File: src/rtl/uart_pkg.sv
// Shared types and helpers for the UART receive path.
package uart_pkg;

    localparam int BYTE_W = 8;

    typedef enum logic [1:0] {
        ST_OFF,
        ST_IDLE,
        ST_BURST
    } rx_state_t;

    // One character is start + 8 data + stop = 10 bit periods.
    function automatic int char_cycles(input int clock, input int rate);
        return 10 * (clock / rate);
    endfunction

endpackage

File: src/rtl/uart_fifo.sv
// First-word fall-through FIFO with occupancy count.
module uart_fifo
    import uart_pkg::*;
#(
    parameter int DEPTH = 16,
    parameter int WIDTH = 8
) (
    input  logic                       clk,
    input  logic                       reset,
    input  logic                       push,
    input  logic [WIDTH-1:0]           din,
    input  logic                       pop,
    output logic [WIDTH-1:0]           dout,
    output logic                       valid,
    output logic                       full,
    output logic [$clog2(DEPTH):0]     count
);

    localparam int AW = $clog2(DEPTH);
    localparam int CW = AW + 1;

    logic [WIDTH-1:0] mem [DEPTH];
    logic [AW-1:0]    wptr;
    logic [AW-1:0]    rptr;
    logic             do_pop;
    logic             wr_en;

    assign valid  = (count != '0);
    assign full   = (count == CW'(DEPTH));
    assign do_pop = pop && valid;
    // A pop frees the slot the same cycle, so a full FIFO still accepts.
    assign wr_en  = push && (!full || do_pop);
    assign dout   = valid ? mem[rptr] : '0;

    always_ff @(posedge clk) begin
        if (wr_en)
            mem[wptr] <= din;
    end

    always_ff @(posedge clk or posedge reset) begin
        if (reset) begin
            wptr  <= '0;
            rptr  <= '0;
            count <= '0;
        end else begin
            if (wr_en)
                wptr <= wptr + 1'b1;
            if (do_pop)
                rptr <= rptr + 1'b1;
            unique case ({wr_en, do_pop})
                2'b10:   count <= count + 1'b1;
                2'b01:   count <= count - 1'b1;
                default: count <= count;
            endcase
        end
    end

endmodule

File: src/rtl/uart_rx_ctrl.sv
// UART receive controller: toggle synchronizer, byte FIFO,
// overflow accounting and inter-burst idle detection.
module uart_rx_ctrl
    import uart_pkg::*;
#(
    parameter int CLOCK         = 50000000,
    parameter int RATE          = 9600,
    parameter int DEPTH         = 16,
    parameter int TIMEOUT_CHARS = 4
) (
    input  logic                   clk,
    input  logic                   reset,
    input  logic [7:0]             rx_char,
    input  logic                   rx_toggle,
    input  logic                   rx_enable,
    output logic [7:0]             out_data,
    output logic                   out_valid,
    input  logic                   out_ready,
    output logic [$clog2(DEPTH):0] fifo_count,
    output logic                   overflow,
    output logic [7:0]             drop_count,
    input  logic                   clr_overflow,
    output logic                   idle_timeout
);

    localparam int TERM = TIMEOUT_CHARS * char_cycles(CLOCK, RATE) - 1;
    localparam int TW   = (TERM > 0) ? $clog2(TERM + 1) : 1;

    logic          sync1;
    logic          sync2;
    logic          track;
    logic [1:0]    prime;
    logic          rx_ev;
    logic          push;
    logic          full;
    logic          drop;
    rx_state_t     state;
    logic [TW-1:0] gap;

    // Track follows the synchronizer for two cycles after reset so a
    // toggle line already high at release never looks like an edge.
    assign rx_ev = prime[1] && (sync2 != track);
    assign push  = rx_ev && rx_enable && (state != ST_OFF);
    assign drop  = push && full && !(out_valid && out_ready);

    always_ff @(posedge clk or posedge reset) begin
        if (reset) begin
            sync1 <= 1'b0;
            sync2 <= 1'b0;
            track <= 1'b0;
            prime <= 2'b00;
        end else begin
            sync1 <= rx_toggle;
            sync2 <= sync1;
            prime <= {prime[0], 1'b1};
            track <= prime[1] ? sync2 : sync1;
        end
    end

    always_ff @(posedge clk or posedge reset) begin
        if (reset) begin
            overflow   <= 1'b0;
            drop_count <= '0;
        end else if (clr_overflow) begin
            overflow   <= 1'b0;
            drop_count <= '0;
        end else if (drop) begin
            overflow <= 1'b1;
            if (drop_count != 8'hFF)
                drop_count <= drop_count + 1'b1;
        end
    end

    always_ff @(posedge clk or posedge reset) begin
        if (reset) begin
            state        <= ST_OFF;
            gap          <= '0;
            idle_timeout <= 1'b0;
        end else begin
            idle_timeout <= 1'b0;
            if (!rx_enable) begin
                state <= ST_OFF;
                gap   <= '0;
            end else begin
                unique case (state)
                    ST_OFF: state <= ST_IDLE;
                    ST_IDLE: begin
                        if (rx_ev) begin
                            state <= ST_BURST;
                            gap   <= '0;
                        end
                    end
                    ST_BURST: begin
                        if (rx_ev) begin
                            gap <= '0;
                        end else if (gap == TW'(TERM)) begin
                            idle_timeout <= 1'b1;
                            state        <= ST_IDLE;
                        end else begin
                            gap <= gap + 1'b1;
                        end
                    end
                    default: state <= ST_OFF;
                endcase
            end
        end
    end

    uart_fifo #(
        .DEPTH (DEPTH),
        .WIDTH (BYTE_W)
    ) u_fifo (
        .clk   (clk),
        .reset (reset),
        .push  (push),
        .din   (rx_char),
        .pop   (out_ready),
        .dout  (out_data),
        .valid (out_valid),
        .full  (full),
        .count (fifo_count)
    );

endmodule

File: config.mk
export PLATFORM = sky130hd
export DESIGN_NAME = uart_rx_ctrl
export DESIGN_NICKNAME = d
export VERILOG_FILES = /design/src/rtl/uart_pkg.sv /design/src/rtl/uart_fifo.sv /design/src/rtl/uart_rx_ctrl.sv
export SDC_FILE = /design/constraint.sdc
export NUM_CORES = 1
export LEC_CHECK = 0
export ABC_AREA = 1
export CORE_ASPECT_RATIO = 1.5
export CORE_MARGIN = 1.5
export CORE_UTILIZATION = 50
export DETAILED_ROUTE_END_ITERATION = 8
export MAX_ROUTING_LAYER = met4
export PLACE_DENSITY = 0.81
export SLEW_MARGIN = 20
export SYNTH_ARGS = -nofsm -noshare
export SYNTH_HDL_FRONTEND = slang
export SYNTH_SLANG_ARGS = --single-unit
File: constraint.sdc
create_clock -name clk -period 1.9 [get_ports clk]
set_input_delay 0.38 -clock clk [delete_from_list [all_inputs] [get_ports clk]]
set_output_delay 0.38 -clock clk [all_outputs]
set_load 0.01 [all_outputs]
After elaboration in Yosys (flattened, before gate mapping)
Memories as Yosys holds them, arrays and structs flattened. Index checks and enable logic that the tools add are counted.

Add/subtract/negate cells: 6. Equality and inequality tests: 13. Mux-type cells: 24. Reduce and logical (&&, ||, !) cells: 19.

Operators by type and width (number): $mux 18 (4); $pmux 18 s2 (1); $mux 8 (4); $add 18x1->18 const B (1); $eq 18x18->1 const B (1); $pmux 5 s2 (1); $mux 1 (9); $ne 3x3->1 const B (3); $add 4x1->4 const B (2); $add 8x1->8 const B (1); $mux 2 (4); $ne 8x8->1 const B (1); $reduce_bool 2->1 (4); $logic_and 1x1->1 (7); $pmux 2 s3 (1); $reduce_and 3->1 (2); $add 5x1->5 const B (1); $eq 5x5->1 const B (1); $reduce_bool 5->1 (1); $sub 5x1->5 const B (1); $eq 2x1->1 const B (2); $eq 2x2->1 const B (2); $ne 4x4->1 const B (1); $ne 3x1->1 const B (1); 5 further kinds (6).

Bits in registers: 48. Memory bits (writable): 128. Memories kept: 1.

Memory list: u_fifo.mem (words 16, width 8, rd ports 1, clocked after memory_dff 0, wr ports 1, RTL line uart_fifo.sv:22) `logic [WIDTH-1:0] mem [DEPTH];`.

Longest topological paths before layout
Depth in word-level cells: 8. Gate-level depth with buffers: 17.

Modules after synthesis
Synthesis repeated with hierarchy kept, for this count alone.

Cell total of the unflattened synthesis: 803. Area, all modules: 8125.3 um2.

By module, submodules not included: uart_fifo (times used 1, cells each 530, area an instance 6024.5 um2, sequential area each 4169.0 um2); uart_rx_ctrl (times used 1, cells each 273, area an instance 2100.8 um2, sequential area each 875.8 um2).

Least setup slack after synthesis
No wires, ideal clock.

Path type: register to register. Start: register sync2. End: memory u_fifo.mem[11][0], enable pin. Arrival time: 1.573 ns. Required time: 1.530 ns. Setup slack: -0.043 ns. Stages on the path, launching flop included: 10. Path buffers: 0. Path through: dfrtp_1 > nand2_1 > nand2_1 > nor2_2 > nand2_2 > nor2_4 > inv_2 > nor2_1 > nand2_1 > nor2_1.

Cells in the longest elaborated chain, start to end: 7.

Ends and longest elaborated chain: start: declaration (RTL line uart_rx_ctrl.sv:30) `logic sync2;`; start signal: assignment (RTL line uart_rx_ctrl.sv:54) `sync2 <= sync1;`; $ne 1x1->1 (RTL line uart_rx_ctrl.sv:42) `assign rx_ev = prime[1] && (sync2 != track);`; $logic_and 1x1->1 (RTL line uart_rx_ctrl.sv:42); $logic_and 1x1->1 (2 in a row) (RTL line uart_rx_ctrl.sv:43) `assign push = rx_ev && rx_enable && (state != ST_OFF);`; $logic_and 1x1->1 (RTL line uart_fifo.sv:32) `assign wr_en = push && (!full || do_pop);`; $mux 1 (RTL line uart_fifo.sv:36) `if (wr_en)`; $mux 1 (not written as such) (RTL line uart_fifo.sv:37) `mem[wptr] <= din;`; end: declaration (RTL line uart_fifo.sv:22).

Every way passes these cells.

Worst setup path after layout
Start: register u_fifo.rptr[0]. End: output out_data[7].

Cells in the longest elaborated chain, start to end: 2.

Ends and longest elaborated chain: start: declaration (RTL line uart_fifo.sv:24) `logic [AW-1:0] rptr;`; start signal: assignment (RTL line uart_fifo.sv:49) `rptr <= rptr + 1'b1;`; $mem_v2 16x8; $mux 8 (RTL line uart_fifo.sv:33) `assign dout = valid ? mem[rptr] : '0;`; end: declaration (RTL line uart_rx_ctrl.sv:16) `output logic [7:0] out_data,`.

Every way passes these cells.

==> impl_summary.txt <==
----------------------------------------------------
[Setup path]
  Crit path arrival time ... around 2200 ps
  Worst r2r path cells ... 18
  List of cells traversed by the critical path ... clkinv_4 > buf_12 > buf_12 > o21ai_1 > o221ai_1 > nand3_1 > a21oi_2 > buf_2
  Crit path capture type ... primary output
  Worst EP required ... 1520 ps
  Most used cell along the critical path ... buf_12
  Stage delay of the slowest cell on the critical path ... 490 ps
  Worst-path cell with the longest stage delay ... dfrtp_2
  Worst setup path class ... flop to primary output
  Top fanout value on the critical path ... 8
  Setup crit start ... u_fifo.rptr[0]
  Worst R2R Start ... u_fifo.count[1]
  Critical Path Source Type ... flop

[Floorplanning]
  Die Y ... 157 µm
  Row cnt ... 56
  Initial cell density of the core ... 0.508
  Die ar. ... roughly 17000 µm²
  I/O pin count ... 38
  Core region area ... 15600 µm²
  Floorplan die width ... 106 µm

[Global route]
  Tot GR Track Use ... 0.257
  Remaining global-route overflow ... 0
  Antenna violations before repair ... 0
  Pin count of the biggest net entering global routing ... 35
  Number of global-route vias before repair ... 6273
  Global-route wire length before repair ... 31.6 mm

[Logic synthesis]
  Synthesized instance count ... 730
  Proportion of register bits with asynchronous set or reset after synthesis ... 0.273
  Yosys Warn Count ... 0
  Synthesized netlist net count ... approximately 750
  Number of flip-flops and latches in the synthesized netlist ... ~180
  Post-Synthesis Cell Area ... 7910 µm²
  Avg Synthesized Cell Area ... 10.8 µm²
  Distinct cells, synth ... 45
  Top flip-flop cell by instance count after synthesis ... edfxtp_1
  Sequential share of the synthesized area ... 0.638
  Number of flops mapped to enable cells by yosys ... 128

[Timing]
  Setup total negative slack ... -5840 ps
  Unrepaired setup endpoints after global routing ... true
  Clock tree skew after final layout ... 8.51 ps
  Final worst slack ... -709 ps
  Final Setup Violations ... 67
  Worst rel slew slack ... 0.552
  Slew of the pin with the lowest slew margin ... 670 ps
  Final critical delay including setup and external delays ... 2610 ps
  Final worst path period share ... 1.37
  Final-report hold violation count ... 0
  Highest attainable clock frequency ... 383 MHz
  Number of max-slew violations in the final report ... 0

[CTS]
  CTS Hold Buffers Added ... 0
  H-tree levels ... 4
  CTS Buf Count ... 17
  Clock Tree Root ... clkbuf_16
  Skew-Pair Late Insertion Delay ... 440 ps
  TritonCTS clock tree ... yes
  Count of clock tree sinks ... 176
  Buffer depth of the longest clock path ... 2
  Post-CTS clock slew at the launch and capture registers of the worst setup and hold paths ... 70 ps

[Route]
  Wire length reported by the detailed router ... 23.1 mm
  Drc violations ... 0
  Overall via count from detail_route ... 6541
  Antenna-violating nets left ... 0
  Routed length per placed instance ... 21.2 µm
  Per-cell via count in the routed design ... 6.01
  Number of DRC violations after detailed-routing iteration 0 ... 569
  Pre-Repair DR Iteration Count ... 6

[Placed design]
  Number of input and output port buffers inserted ... 37
  Routability congestion estimate from global placement ... 0.896
  Post-detailed-placement half-perimeter wirelength ... 12.7 mm

[Power and ir drop]
  Static leakage power ... 0.00406 µW
  Power per standard cell area ... 1370 nW/µm²
  Maximum vdd ir drop ... 0.762 mV

[Cells and area]
  Fraction of final layout cells sized beyond drive strength 1 ... 0.313
  Number of nets in the finished design ... 896
  Filler Cell Count ... 1033
  Utilization after layout ... 0.682
  # diodes ... 0
  Post-synthesis to final-layout area growth ... 34.2%

[Worst hold path]
  Type of the tightest min-delay check ... input pin to asynchronous set/reset pin

[Status]
  Status ... finished, violations left
  Failing checks ... negative setup slack

[Flow run]
  Max-cap violations ... 0

----------------------------------------------------
==> per-layer routing <==
metal,part of all wire,track usage,vias to the layer above
met3,0.069,0.0414,103
li1,-,-,2873
met1,0.34,0.268,3173
met4,0.052,0.133,0
met5,0,-,-
met2,0.54,0.464,392
==> state kept, by name (all words and copies together) (netlist names) <==
name and cells:
sync2 1, state 2, sync1 1, prime 2
track 1, gap 18, u_fifo.rptr 4, drop_count 8
u_fifo.count 5, u_fifo.wptr 4, overflow 1, u_fifo.mem 128
idle_timeout 1
==> repair_timing <==
action / CTS / global route
resized for setup: 89 / 130
setup buffers: 11 / 23
gates cloned: 1 / 3
setup endpoints to repair: 14 / 163
pin swaps: 27 / 56
==> area by class of cell <==
type | count | area, µm² | share of cell area
Tap cell | 203 | 254 | 0.0239
Timing Repair inverter | 1 | 8.76 | 0.000826
Multi-Input combinational cell | 467 | 2900 | 0.273
Clock inverter | 15 | 173 | 0.0163
Sequential cell | 176 | 5050 | 0.476
Clock buffer | 17 | 425 | 0.0401
Timing Repair Buffer | 152 | 1550 | 0.146
Inverter | 58 | 253 | 0.0238
==> cells in the mapped netlist, types with 2 or more instances <==
| master | n | area [µm²] |
|---|---|---|
| dfrtp_1 | 48 | 1200 |
| nor3_2 | 2 | 20.0 |
| edfxtp_1 | 128 | 3840 |
| nor2_4 | 2 | 22.5 |
| o221ai_1 | 20 | 175 |
| o21ai_0 | 78 | 390 |
| nor3_1 | 11 | 55.1 |
| inv_2 | 9 | 33.8 |
| nor2_2 | 8 | 50.1 |
| ha_1 | 9 | 113 |
| o22ai_1 | 12 | 75.1 |
| xor2_1 | 19 | 166 |
| o21ai_1 | 6 | 30.0 |
| o21a_1 | 2 | 15.0 |
| inv_1 | 46 | 173 |
| nand3_1 | 43 | 215 |
| buf_2 | 8 | 40.0 |
| nand3_2 | 4 | 40.0 |
| nand2_2 | 3 | 18.8 |
| buf_1 | 3 | 11.3 |
| o41ai_1 | 4 | 35.0 |
| clkbuf_1 | 15 | 56.3 |
| a21oi_1 | 13 | 65.1 |
| clkinv_1 | 2 | 7.51 |
| nor2_1 | 116 | 435 |
| nand2_1 | 81 | 304 |
| o21ai_2 | 8 | 70.1 |
| buf_4 | 2 | 15.0 |
| nand4_1 | 11 | 68.8 |
| nand2_4 | 2 | 22.5 |
==> cell families after synthesis <==
| group | Yosys count | synth area share |
|---|---|---|
| other | 1 | 0.000474 |
| buffers and inverters | 87 | 0.0448 |
| AO/OA/AOI/OAI | 150 | 0.117 |
| AND/OR/NAND/NOR | 286 | 0.162 |
| adder cells (fa/ha/maj) | 9 | 0.0142 |
| XOR/XNOR | 20 | 0.0222 |
| flip-flops | 176 | 0.638 |
| multiplexers | 1 | 0.00142 |
==> worst max-delay path: cells and delay by family, from the launching register on <==
kind | cells | cell delay (ps)
buf+inv | 4 | 560
simple gates | 1 | 150
flops | 1 | 490
compound gates | 3 | 580
==> path summary, 6_finish.rpt <==
check / to / slack (ps)
setup / recovery: out_data[7] / -710
hold / removal: overflow / 220
setup reg to reg: u_fifo.count[4] / -250
hold reg to reg: prime[1] / 360
max in group asynchronous: u_fifo.rptr[0] / 1150
min in group clk: prime[1] / 360
==> stage by stage <==
step,cells,instance area [µm²],hold WS [ps],setup slack (ps),power (µW)
5_1_grt,1089,10600,283,-757,15100
3_3_place_gp,1024,9130,337,-417,9080
4_1_cts,1068,9970,232,-501,13100
2_1_floorplan,730,7920,331,-42.9,7110
3_5_place_dp,1024,9130,345,-515,9200
6_report,1089,10600,223,-709,14500
==> cell usage in the layout, fill, tap and decap left out, types with 3 or more instances in the layout <==
cell type	instances
edfxtp_1	128
nor2_1	97
buf_4	69
nand2_1	66
o21ai_0	52
dfrtp_1	46
inv_1	39
nand3_1	35
buf_6	28
clkdlybuf4s50_1	24
o21ai_1	23
xor2_1	19
o221ai_1	19
clkbuf_16	19
o21ai_2	17
nor2_4	15
nor2_2	14
buf_12	14
nor3_1	11
nand4_1	11
nand2_2	10
inv_2	10
nand3_2	10
nand2_4	9
a21oi_2	8
buf_2	8
o22ai_1	7
ha_1	7
a21oi_1	6
inv_8	5
o22ai_2	5
inv_4	4
o41ai_1	4
inv_6	4
clkinvlp_4	4
clkinv_8	3
dlymetal6s2s_1	3
==> report_power, final <==
part	total [µW]	switching (µW)	leakage (µW)	internal [µW]
combinational	6430	3610	0.00200	2810
sequential	4580	237	0.00178	4340
clock	3520	1650	0.000280	1870
total	14500	5500	0.00406	9030
Note: power is estimated with default switching activity, not from simulation.
==> variant 1: new RTL, same flow settings <==
Encoding of `rx_state_t`: now one-hot (3 bits for 3 states).
--- a/src/rtl/uart_pkg.sv
+++ b/src/rtl/uart_pkg.sv
@@ -3,10 +3,10 @@
 
     localparam int BYTE_W = 8;
 
-    typedef enum logic [1:0] {
-        ST_OFF,
-        ST_IDLE,
-        ST_BURST
+    typedef enum logic [2:0] {
+        ST_OFF   = 3'b001,
+        ST_IDLE  = 3'b010,
+        ST_BURST = 3'b100
     } rx_state_t;
 
     // One character is start + 8 data + stop = 10 bit periods.
Formal check against the unedited RTL: no difference found for any inputs over 10 cycles, from zero or initial values and one cycle with reset high; not proved beyond that.
==> variant 1 against the original RTL <==
- the flow still finishes with violations (setup timing)
- synthesized area up 1.4%
- largest cell class unchanged
- fmax increased by 3.2%
- power down 1.3%
- via count down 0.49%
- design area about the same
- critical path type unchanged
- setup slack gained 0.081 ns
- critical endpoint is now out_data[5]
- wire length shrank 2.0%
- sequential cell count grew 1
==> variant 1: results (changes against the original RTL) <==
{| class="wikitable"
! Metric !! Value
|-
| Status || finished, violations left (unchanged)
|-
| Violated checks || setup timing (unchanged)
|-
| Peak supply drop || 0.0008350 V (was 0.0007615 V)
|-
| Net count after synthesis || 756 (was 753)
|-
| Unique masters post-synth || 48 (was 45)
|-
| Summed negative setup slack over all endpoints || -4.527 ns (was -5.836 ns)
|-
| Antenna violations before repair || 0 (unchanged)
|-
| Via count || 6509 (was 6541)
|-
| Routed len/inst || 20.74 µm (was 21.17 µm)
|-
| Peak per-stage delay on the critical path || 0.46 ns (was 0.49 ns)
|-
| Leading cell types by total area after synthesis || sky130_fd_sc_hd__edfxtp_1 48%, sky130_fd_sc_hd__dfrtp_1 15%, sky130_fd_sc_hd__nor2_1 5.4% (was sky130_fd_sc_hd__edfxtp_1 49%, sky130_fd_sc_hd__dfrtp_1 15%, sky130_fd_sc_hd__nor2_1 5.5%)
|-
| Clock skew || 0.01870 ns (was 0.008508 ns)
|-
| First-pass GRT wire length || 33280 µm (was 31560 µm)
|-
| Total global-route track usage || 27.14% (was 25.66%)
|-
| DRT iter0 DRCs || 564 (was 569)
|-
| Critical register-to-register path startpoint || u_fifo.count[0]$_DFFE_PP0P_ (was u_fifo.count[1]$_DFFE_PP0P_)
|-
| Antenna violation net count after detailed routing || 0 (unchanged)
|-
| Cell family with the largest share of critical-path delay || buffers and inverters (was compound AO/OA/AOI/OAI gates)
|-
| Share of post-route cells with drive strength above 1 || 32.17% (was 31.26%)
|-
| Final setup slack of the worst path || -0.6278 ns (was -0.7087 ns)
|-
| Final RePlAce weighted congestion || 0.9520 (was 0.8958)
|-
| Slew at the pin closest to its max-slew limit || 0.6565 ns (was 0.6703 ns)
|-
| Leakage dissipation || 0.004007 µW (was 0.004060 µW)
|-
| Hold WC Path Type || input port to asynchronous set/reset pin (unchanged)
|-
| Sequential-to-total area share from yosys stat || 63.27% (was 63.80%)
|-
| Half-perimeter wire length after detailed placement || 13140 µm (was 12690 µm)
|-
| Flop2flop setup slack || -0.01 ns (was -0.25 ns)
|-
| Number of setup violations in the final report || 10 (was 67)
|-
| Pin count of the biggest net entering global routing || 22 (was 35)
|-
| Vias in the first global route || 6478 (was 6273)
|-
| Latest clock arrival within the worst-skew pair || 0.44 ns (about the same)
|-
| End of the worst register-to-register path || u_fifo.count[4]$_DFFE_PP0P_ (unchanged)
|-
| DRT Pass-1 Iters || 6 (unchanged)
|-
| Number of cells traversed by the worst register-to-register path || 18 (unchanged)
|-
| Async set-reset flop share out of synthesis || 27.68% (was 27.27%)
|-
| Data arrival time of the critical path || 2.15 ns (was 2.23 ns)
|-
| Top cell types by occurrence after synthesis || 128 x sky130_fd_sc_hd__edfxtp_1, 115 x sky130_fd_sc_hd__nor2_1, 83 x sky130_fd_sc_hd__o21ai_0 (was 128 x sky130_fd_sc_hd__edfxtp_1, 116 x sky130_fd_sc_hd__nor2_1, 81 x sky130_fd_sc_hd__nand2_1)
|}
## variant 1: power by group
group	internal [µW]	switching, µW
clock	1760	1690
sequential	4390	220
combinational	2740	3550
total	8890	5450
## variant 1: worst max path at each step
stage                                    start                          end  slack, ns  depth (start not counted)
floorplan                      sync2$_DFF_PP0_  u_fifo.mem[11][0]$_DFFE_PP_      -0.18                          7
global placement    u_fifo.rptr[0]$_DFFE_PP0P_                  out_data[0]      -0.47                          9
detailed placement  u_fifo.rptr[0]$_DFFE_PP0P_                  out_data[0]      -0.50                          9
CTS                 u_fifo.rptr[0]$_DFFE_PP0P_                  out_data[7]      -0.50                          9
global route        u_fifo.rptr[0]$_DFFE_PP0P_                  out_data[0]      -0.80                         10
finish              u_fifo.rptr[0]$_DFFE_PP0P_                  out_data[5]      -0.63                          9
## variant 1: repair_timing
| action | CTS | global route |
|---|---|---|
| gates resized for setup | 103 | 82 |
| endpoints found under the setup margin | 57 | 120 |
| setup buffers | 13 | 19 |
| pin swaps | 31 | 49 |
| gates cloned | 3 | 2 |
## variant 1: worst reg2reg max path, delay by kind of cell (launching register included)
family                     cells  cell delay [ns]
buffers and inverters          4             0.30
and+or+nand+nor               13             0.96
adders and majority gates      1             0.14
DFF                            1             0.41
## variant 1: cell families (layout without fill, tap and decap cells)
group / after synthesis / in the layout / share of synthesized area [%]
other cells: 1 / 1 / 0.04679
mux: 1 / 1 / 0.1405
simple gates: 296 / 296 / 17.78
buf+inv: 83 / 236 / 4.199
xor+xnor: 19 / 19 / 2.076
flops: 177 / 177 / 63.27
compound gates: 147 / 147 / 11.08
fa+ha+maj: 9 / 9 / 1.405
## variant 1: area by class of cell
type                       instances  area [µm²]
clock inverter                    15       160.2
tap                              203       254.0
timing repair buffer             149        1526
inverter                          55       222.7
fill                            1075        5026
sequential                       177        5075
clock buffer                      17       425.4
multi-input combinational        473        2935
## variant 1: layer usage
layer | vias up | routed length, µm | track usage (%)
met4 | 0 | 1346 | 15.83
met2 | 379 | 11980 | 47.93
met3 | 104 | 1651 | 5.064
met5 | - | 0 | -
met1 | 3133 | 7607 | 28.11
li1 | 2893 | - | -
## variant 1: stage by stage
step | area (µm²) | std cells | power (µW) | worst slack, ns | hold slack, ns
floorplan | 8038 | 733 | 7131 | -0.1813 | 0.3312
finish | 10600 | 1089 | 14340 | -0.6278 | 0.2629
global placement | 9285 | 1026 | 9114 | -0.4710 | 0.3323
CTS | 10210 | 1073 | 13370 | -0.4951 | 0.2698
detailed placement | 9285 | 1026 | 9228 | -0.5019 | 0.3484
global route | 10600 | 1089 | 14930 | -0.7987 | 0.2959
==> variant 2: new RTL, same flow settings <==
Made on the original files. The parameter `CLOCK` goes from 50000000 to 25000000.
--- a/src/rtl/uart_rx_ctrl.sv
+++ b/src/rtl/uart_rx_ctrl.sv
@@ -3,7 +3,7 @@
 module uart_rx_ctrl
     import uart_pkg::*;
 #(
-    parameter int CLOCK         = 50000000,
+    parameter int CLOCK         = 25000000,
     parameter int RATE          = 9600,
     parameter int DEPTH         = 16,
     parameter int TIMEOUT_CHARS = 4
Formal check against the unedited RTL: same outputs for any inputs over 10 cycles, from zero or initial values and one cycle with reset high; that may be too few to reach the edited logic, so the function may still have changed.
==> variant 2 against the original RTL <==
- the flow still finishes with violations (setup timing)
- cell count decreased by 4.5%
- design area is 5.5% lower
- setup slack improved by 0.13 ns
- wire length shrank 9.5%
- critical path depth fell by 1
- power fell by 5.1%
- synthesized area down 2.8%
- sequential cell count is 1 lower
- register-to-register slack improved by 0.38 ns
- critical endpoint is now out_data[1]
- largest power group unchanged
==> variant 2: results (changes against the original RTL) <==
{| class="wikitable"
! Metric !! Value
|-
| Nets || 851 (was 896)
|-
| Biggest regs || u_fifo.mem (128), gap (17), drop_count (8) (was u_fifo.mem (128), gap (18), drop_count (8))
|-
| Number of setup violations in the final report || 8 (was 67)
|-
| Net count after synthesis || 729 (was 753)
|-
| Pin count of the biggest net entering global routing || 48 (was 35)
|-
| Routed len/inst || 20.06 µm (was 21.17 µm)
|-
| DRT Pass-1 Iters || 5 (was 6)
|-
| Leading cell types by total area after synthesis || sky130_fd_sc_hd__edfxtp_1 50%, sky130_fd_sc_hd__dfrtp_1 15%, sky130_fd_sc_hd__nor2_1 5.6% (was sky130_fd_sc_hd__edfxtp_1 49%, sky130_fd_sc_hd__dfrtp_1 15%, sky130_fd_sc_hd__nor2_1 5.5%)
|-
| Peak supply drop || 0.0008851 V (was 0.0007615 V)
|-
| Area of placed instances || 0.008879 mm² (was 0.009131 mm²)
|-
| Status || finished, violations left (unchanged)
|-
| Layout filler cell count || 1034 (was 1033)
|-
| Data arrival time of the critical path || 2.10 ns (was 2.23 ns)
|-
| Share of post-route cells with drive strength above 1 || 26.40% (was 31.26%)
|-
| Final setup slack of the worst path || -0.5831 ns (was -0.7087 ns)
|-
| Post-Synth Adder-Cell Area || 1.303% (was 1.424%)
|-
| Leakage dissipation || 0.003761 µW (was 0.004060 µW)
|-
| Async set-reset flop share out of synthesis || 26.86% (was 27.27%)
|-
| Slew headroom || 56.31% (was 55.17%)
|-
| Syn Inst Count || 707 (was 730)
|-
| Xor/xnor share of the synthesized area || 2.394% (was 2.215%)
|-
| Unique masters post-synth || 39 (was 45)
|-
| Vias/cell || 5.855 (was 6.006)
|-
| Half-perimeter wire length after detailed placement || 12220 µm (was 12690 µm)
|-
| Violated checks || setup timing (unchanged)
|-
| Final RePlAce weighted congestion || 0.8610 (was 0.8958)
|}
## variant 2: critical path, cell delays in order, from the launching register on
cell and delay [ns]:
sky130_fd_sc_hd__dfrtp_2 0.46, sky130_fd_sc_hd__clkinv_4 0.11, sky130_fd_sc_hd__buf_12 0.15, sky130_fd_sc_hd__o21ai_0 0.13
sky130_fd_sc_hd__o221ai_1 0.24, sky130_fd_sc_hd__nand3_1 0.18, sky130_fd_sc_hd__a21oi_2 0.22, sky130_fd_sc_hd__buf_2 0.16
## variant 2: power groups by stage
stage	clock network [µW]	logic (µW)	registers (µW)
6_report	3360	5920	4500
5_1_grt	3550	6310	4520
4_1_cts	3370	5190	4490
3_5_place_dp	0	4400	4550
3_3_place_gp	0	4290	4530
2_1_floorplan	0	2350	4580
## variant 2: what timing repair did
item | CTS | global route
gates resized for setup | 85 | 88
gates cloned | 6 | 2
pin swaps | 24 | 42
buffers inserted | 5 | 2
setup endpoints to repair | 16 | 134
